==> src/rtl/issue_scoreboard_pkg.sv <==
// Shared scoreboard constants and helpers: default counter width, GPR count, register index type.
// No logic or latency of its own; imported by the scoreboard top and its counter.
package issue_scoreboard_pkg;

  localparam int SB_CNT_W = 2;
  localparam int SB_NREGS = 32;

  typedef logic [4:0] reg_idx_t;

  // r0 is hard-wired zero, so it never carries a pending write.
  function automatic logic is_tracked(input reg_idx_t r);
    return r != '0;
  endfunction

endpackage

==> src/rtl/issue_scoreboard_sb_counter.sv <==
// Saturating up/down pending counter with clear; simultaneous inc+dec holds the value.
// One-cycle update latency; clr dominates inc/dec; a decrement at zero holds and is flagged.
module sb_counter #(
  parameter int CNT_W = 2
) (
  input  logic             clk,
  input  logic             reset,
  input  logic             inc,
  input  logic             dec,
  input  logic             clr,
  output logic [CNT_W-1:0] cnt,
  output logic             zero,
  output logic             max
);

  localparam logic [CNT_W-1:0] ONE = CNT_W'(1);

  logic [CNT_W-1:0] cnt_q;
  logic [CNT_W-1:0] cnt_d;

  always_comb begin
    cnt_d = cnt_q;
    if (clr) begin
      cnt_d = '0;
    end else if (inc && !dec && !max) begin
      cnt_d = cnt_q + ONE;
    end else if (dec && !inc && !zero) begin
      cnt_d = cnt_q - ONE;
    end
  end

  always_ff @(posedge clk) begin
    if (reset) begin
      cnt_q <= '0;
    end else begin
      cnt_q <= cnt_d;
    end
  end

  assign cnt  = cnt_q;
  assign zero = (cnt_q == '0);
  assign max  = &cnt_q;

  // A lone decrement of an empty counter means the pipeline retired something never issued.
  a_no_underflow: assert property (@(posedge clk) disable iff (reset)
    !(dec && !inc && !clr && zero));

endmodule

==> src/rtl/issue_scoreboard.sv <==
// Decode-side register scoreboard: gates issue on load-use and counter-full hazards, counts stalls.
// ds_ready_go is combinational from registered counters (no es_allowin path); counter updates land next cycle.
module issue_scoreboard
  import issue_scoreboard_pkg::*;
#(
  parameter int CNT_W = SB_CNT_W
) (
  input  logic        clk,
  input  logic        reset,
  input  logic        ds_valid,
  input  logic [4:0]  ds_src1,
  input  logic        ds_src1_used,
  input  logic [4:0]  ds_src2,
  input  logic        ds_src2_used,
  input  logic        ds_gr_we,
  input  logic [4:0]  ds_dest,
  input  logic        ds_is_load,
  input  logic        es_allowin,
  input  logic        ms_ld_done,
  input  logic [4:0]  ms_ld_dest,
  input  logic        ws_retire,
  input  logic [4:0]  ws_dest,
  input  logic        flush,
  output logic        ds_ready_go,
  output logic        ds_fire,
  output logic [31:0] stall_cnt
);

  localparam logic [CNT_W-1:0] ONE = CNT_W'(1);

  logic [SB_NREGS-1:0][CNT_W-1:0] wr_cnt;
  logic [SB_NREGS-1:0][CNT_W-1:0] ld_cnt;
  logic [SB_NREGS-1:0]            wr_zero;
  logic [SB_NREGS-1:0]            wr_max;
  logic [SB_NREGS-1:0]            ld_zero;
  logic [SB_NREGS-1:0]            ld_max;
  logic                           unused_flags;

  logic        issue_wr;
  logic        src1_haz;
  logic        src2_haz;
  logic        full_haz;
  logic [31:0] stall_cnt_q;
  logic [31:0] stall_cnt_d;

  assign issue_wr = ds_fire && ds_gr_we && is_tracked(ds_dest);

  assign wr_cnt[0]  = '0;
  assign ld_cnt[0]  = '0;
  assign wr_zero[0] = 1'b1;
  assign wr_max[0]  = 1'b0;
  assign ld_zero[0] = 1'b1;
  assign ld_max[0]  = 1'b0;

  for (genvar r = 1; r < SB_NREGS; r++) begin : g_reg
    logic wr_inc;
    logic wr_dec;
    logic ld_inc;
    logic ld_dec;

    assign wr_inc = issue_wr && (ds_dest == reg_idx_t'(r));
    assign wr_dec = ws_retire && (ws_dest == reg_idx_t'(r));
    assign ld_inc = wr_inc && ds_is_load;
    assign ld_dec = ms_ld_done && (ms_ld_dest == reg_idx_t'(r));

    sb_counter #(.CNT_W(CNT_W)) u_wr (
      .clk   (clk),
      .reset (reset),
      .inc   (wr_inc),
      .dec   (wr_dec),
      .clr   (flush),
      .cnt   (wr_cnt[r]),
      .zero  (wr_zero[r]),
      .max   (wr_max[r])
    );

    sb_counter #(.CNT_W(CNT_W)) u_ld (
      .clk   (clk),
      .reset (reset),
      .inc   (ld_inc),
      .dec   (ld_dec),
      .clr   (flush),
      .cnt   (ld_cnt[r]),
      .zero  (ld_zero[r]),
      .max   (ld_max[r])
    );
  end

  // Loads never outnumber writers to the same register, so these flags carry no extra information.
  assign unused_flags = ^{wr_zero, ld_max};

  always_comb begin
    src1_haz = 1'b0;
    src2_haz = 1'b0;
    full_haz = 1'b0;
    // The last outstanding load arriving this cycle is picked up by the memory-stage forward path.
    if (ds_src1_used && is_tracked(ds_src1) && !ld_zero[ds_src1]) begin
      src1_haz = !(ms_ld_done && (ms_ld_dest == ds_src1) && (ld_cnt[ds_src1] == ONE));
    end
    if (ds_src2_used && is_tracked(ds_src2) && !ld_zero[ds_src2]) begin
      src2_haz = !(ms_ld_done && (ms_ld_dest == ds_src2) && (ld_cnt[ds_src2] == ONE));
    end
    if (ds_gr_we && is_tracked(ds_dest) && wr_max[ds_dest]) begin
      full_haz = !(ws_retire && (ws_dest == ds_dest));
    end
  end

  assign ds_ready_go = !(src1_haz || src2_haz || full_haz);
  assign ds_fire     = ds_valid && ds_ready_go && es_allowin;

  always_comb begin
    stall_cnt_d = stall_cnt_q;
    if (ds_valid && !ds_ready_go) begin
      stall_cnt_d = stall_cnt_q + 32'd1;
    end
  end

  always_ff @(posedge clk) begin
    if (reset) begin
      stall_cnt_q <= '0;
    end else begin
      stall_cnt_q <= stall_cnt_d;
    end
  end

  assign stall_cnt = stall_cnt_q;

endmodule

==> config.mk <==
export PLATFORM = sky130hd
export DESIGN_NAME = issue_scoreboard
export DESIGN_NICKNAME = d
export VERILOG_FILES = /design/src/rtl/issue_scoreboard_pkg.sv /design/src/rtl/issue_scoreboard_sb_counter.sv /design/src/rtl/issue_scoreboard.sv
export SDC_FILE = /design/constraint.sdc
export NUM_CORES = 1
export LEC_CHECK = 0
export CORE_MARGIN = 3
export CORE_UTILIZATION = 35
export DETAILED_ROUTE_END_ITERATION = 8
export DONT_BUFFER_PORTS = 1
export MAX_ROUTING_LAYER = met4
export PLACE_DENSITY = 0.52
export SETUP_SLACK_MARGIN = 0.5
export SLEW_MARGIN = 20
export SYNTH_ARGS = -nofsm -noshare
export SYNTH_HDL_FRONTEND = slang
export SYNTH_SLANG_ARGS = --single-unit
==> constraint.sdc <==
create_clock -name clk -period 8.6 [get_ports clk]
set_input_delay 0.43 -clock clk [delete_from_list [all_inputs] [get_ports clk]]
set_output_delay 0.43 -clock clk [all_outputs]
set_load 0.02 [all_outputs]
==> flow_summary_export.csv <==
group,metric,value,unit
setup_path,r2r_end,"g_reg[16].u_wr.cnt[0]",
power,power.static_leakage,3.64,nW
yosys,ys_ff_latch,156,
floorplan,fp.coreArea,31800,µm²
yosys,synth_cell_types,78,
drt,drtIter0Drc,1285,
drt,wire_per_inst,20.4,µm
timing,rsz0062_at_grt,"false",
cells_and_area,nets,1498,
yosys,avgSynthCellArea,7.38,µm²
drt,num_vias,11800,
min_path,min_path_type,"primary input to flip-flop",
setup_path,end_kind,"output port",
cells_and_area,area_growth,7.11,%
grt,grt_pass1_wl,61000,µm
floorplan,die_x,187,µm
yosys,synth-seq-area-share,0.274,
drt,drt-total-wl,38900,µm
timing,tightest_slew,1.10,ns
placement,portBuffers,0,
placement,hpwl,27000,µm
drt,avgViaCountPerCell,6.16,
cells_and_area,layout-drive-gt1-share,0.0672,
power,p_clk_frac,0.472,
min_path,hold_path_depth,1,
setup_path,crit_chain,"or3b_2 > a211oi_1 > a311o_1 > a211o_1 > a32oi_2 > buf_4 > a211oi_4 > buf_4 > and3_1",
run,maxCapViolCount,0,
timing,finalMaxSlewViolations,0,
cts,clock-root-buffer,"clkbuf_16",
power,powerDensity,136,nW/µm²
drt,ant_nets,0,
placement,gp_congestion,0.922,
setup_path,critPathMaxStageDelay,0.68,ns
yosys,yosys_most_used_dff,"dfxtp_1",
cts,hold_buffers,0,
timing,tns,0,ns
cells_and_area,final_area,12200,µm²
timing,max_freq,237,MHz
cts,clock_latency,0.46,ns
setup_path,cp_slowest_cell,"buf_4",
min_path,worst_hold_path.endpoint,"stall_cnt[26]",
floorplan,start_util,0.359,
timing,finalHoldViolations,0,
timing,fin_crit_sh,0.491,
floorplan,fp-row-count,65,
setup_path,crit_required,8.17,ns
cts,numCtsBuffers,17,
grt,grt_start_max_net_pins,88,
setup_path,cp_common_cell,"buf_4",
grt,grt_overflow,0,
placement,placed_area,11600,µm²
setup_path,worstSetupPathType,"flip-flop to output port",
cts,clkSinkCount,156,
yosys,synth_edf_count,0,
power,ir_worst_vdd,0.136,mV
floorplan,dieArea,34800,µm²
setup_path,r2r_slack,4.72,ns
timing,finClkSkew,0.0166,ns
cells_and_area,layout_common_cells,"dfxtp_1 (156), nand2_1 (141), nor2_1 (135)",
power,p_comb_frac,0.091,
cts,cts_setup_buffers,0,
timing,slew_headroom,0.261,
yosys,ys_warn_count,0,
drt,drc,0,
power,p_sw_frac,0.302,
grt,antenna_found_initial,1,
cts,post_cts_resize_count,0,
cts,clk_pin_slew,0.08,ns
grt,grt_use_total,0.224,
timing,timing.hold.ws,0.0411,ns
cells_and_area,mostFrequentLayoutCell,"dfxtp_1",
setup_path,start_kind,"flip-flop",
power,p_sw,0.000500,W
setup_path,cp.arrival,3.79,ns
status,status,"completed",
cts,cts_htree_levels,4,
min_path,hp-start,"reset",
grt,grt_pass1_vias,10600,
timing,min_period,4.22,ns
setup_path,r2r-start,"g_reg[7].u_ld.cnt[0]",
cts,cts_tree,"done",
setup_path,reg2reg_depth,10,
yosys,synthCells,1545,
yosys,async_flop_share,0,
drt,drt-pass1-iter-count,7,
cells_and_area,fin_util,0.384,
floorplan,top_level_ports,70,
setup_path,cp_max_fo,79,
power,internal_power,0.00116,W
timing,setup_viol,0,
yosys,syn_area,11400,µm²
yosys,synth_fp_nets,1582,
floorplan,die_h,187,µm
cts,cts_buffer_depth,2,
power,pwr-share-seq,0.437,
power,power.total,0.00166,W
layer usage:
layer,part of all wire,track usage,up-vias
li1,-,-,5652
met1,0.46,0.301,5638
met2,0.45,0.335,415
met3,0.075,0.0534,64
met4,0.023,0.0686,0
met5,0,-,-
power by group through the flow:
stage	Sequential, W	Combinational [W]	Clock, W
2_1_floorplan	0.000742	0.000134	0
3_3_place_gp	0.000742	0.000148	0
3_5_place_dp	0.000742	0.000148	0
4_1_cts	0.000725	0.000149	0.000809
5_1_grt	0.000725	0.000163	0.000839
6_report	0.000725	0.000151	0.000783
sequential cells by signal (all words and copies together), names as in the netlist:
signal / cells
g.u_ld.cnt: 62
g.u_wr.cnt: 62
stall_cnt: 32
worst max path at each step:
| stage | start | end | slack [ns] |
|---|---|---|---|
| 2_1_floorplan | ms_ld_dest[1] | ds_fire | 5.21 |
| 3_3_place_gp | ds_src1[3] | g_reg[16].u_wr.cnt[0] | 4.85 |
| 3_5_place_dp | g_reg[7].u_ld.cnt[0] | g_reg[16].u_wr.cnt[0] | 4.74 |
| 4_1_cts | g_reg[8].u_ld.cnt[0] | ds_fire | 4.38 |
| 5_1_grt | g_reg[18].u_ld.cnt[0] | ds_fire | 4.18 |
| 6_report | g_reg[2].u_ld.cnt[0] | ds_fire | 4.38 |
through the flow:
step | setup slack [ns] | std cells
after CTS | 4.38 | 1909
after global routing | 4.18 | 1910
after floorplan | 5.21 | 1545
after detailed placement | 4.74 | 1877
after global placement | 4.85 | 1877
final | 4.38 | 1910
worst max-delay path: cells and delay by family (launching register included):
| kind | cells | cell delay, ns |
|---|---|---|
| simple gates | 2 | 0.90 |
| flops | 1 | 0.49 |
| compound gates | 5 | 0.90 |
| buf+inv | 2 | 0.96 |
cells by family after synthesis:
logic type               synth area share
multiplexers                       0.0351
AND/OR/NAND/NOR                     0.348
XOR/XNOR                           0.0361
buffers and inverters              0.0552
flip-flops                          0.274
AO/OA/AOI/OAI                       0.251
adder cells (fa/ha/maj)           0.00110
synthesized netlist by cell type, types with 41 or more instances:
master    count  area (µm²)
a211oi_1     54         405
a21oi_1      90         450
clkbuf_1     81         304
dfxtp_1     156        3120
nand2_1     141         529
nand2b_1     41         257
nand3_1      63         315
nor2_1      136         510
nor3_1       91         455
nor4_1       41         257
o21ai_0      92         460
final cells by class:
class                           instances  area (µm²)
Fill cell                            3310       19600
Tap cell                              435         544
Antenna cell                            1        2.50
Sequential cell                       156        3120
Timing Repair Buffer                   17         128
Multi-Input combinational cell       1232        7680
Clock inverter                         15         170
Inverter                               37         139
Clock buffer                           17         425
Power figures use the tool's default switching activity.
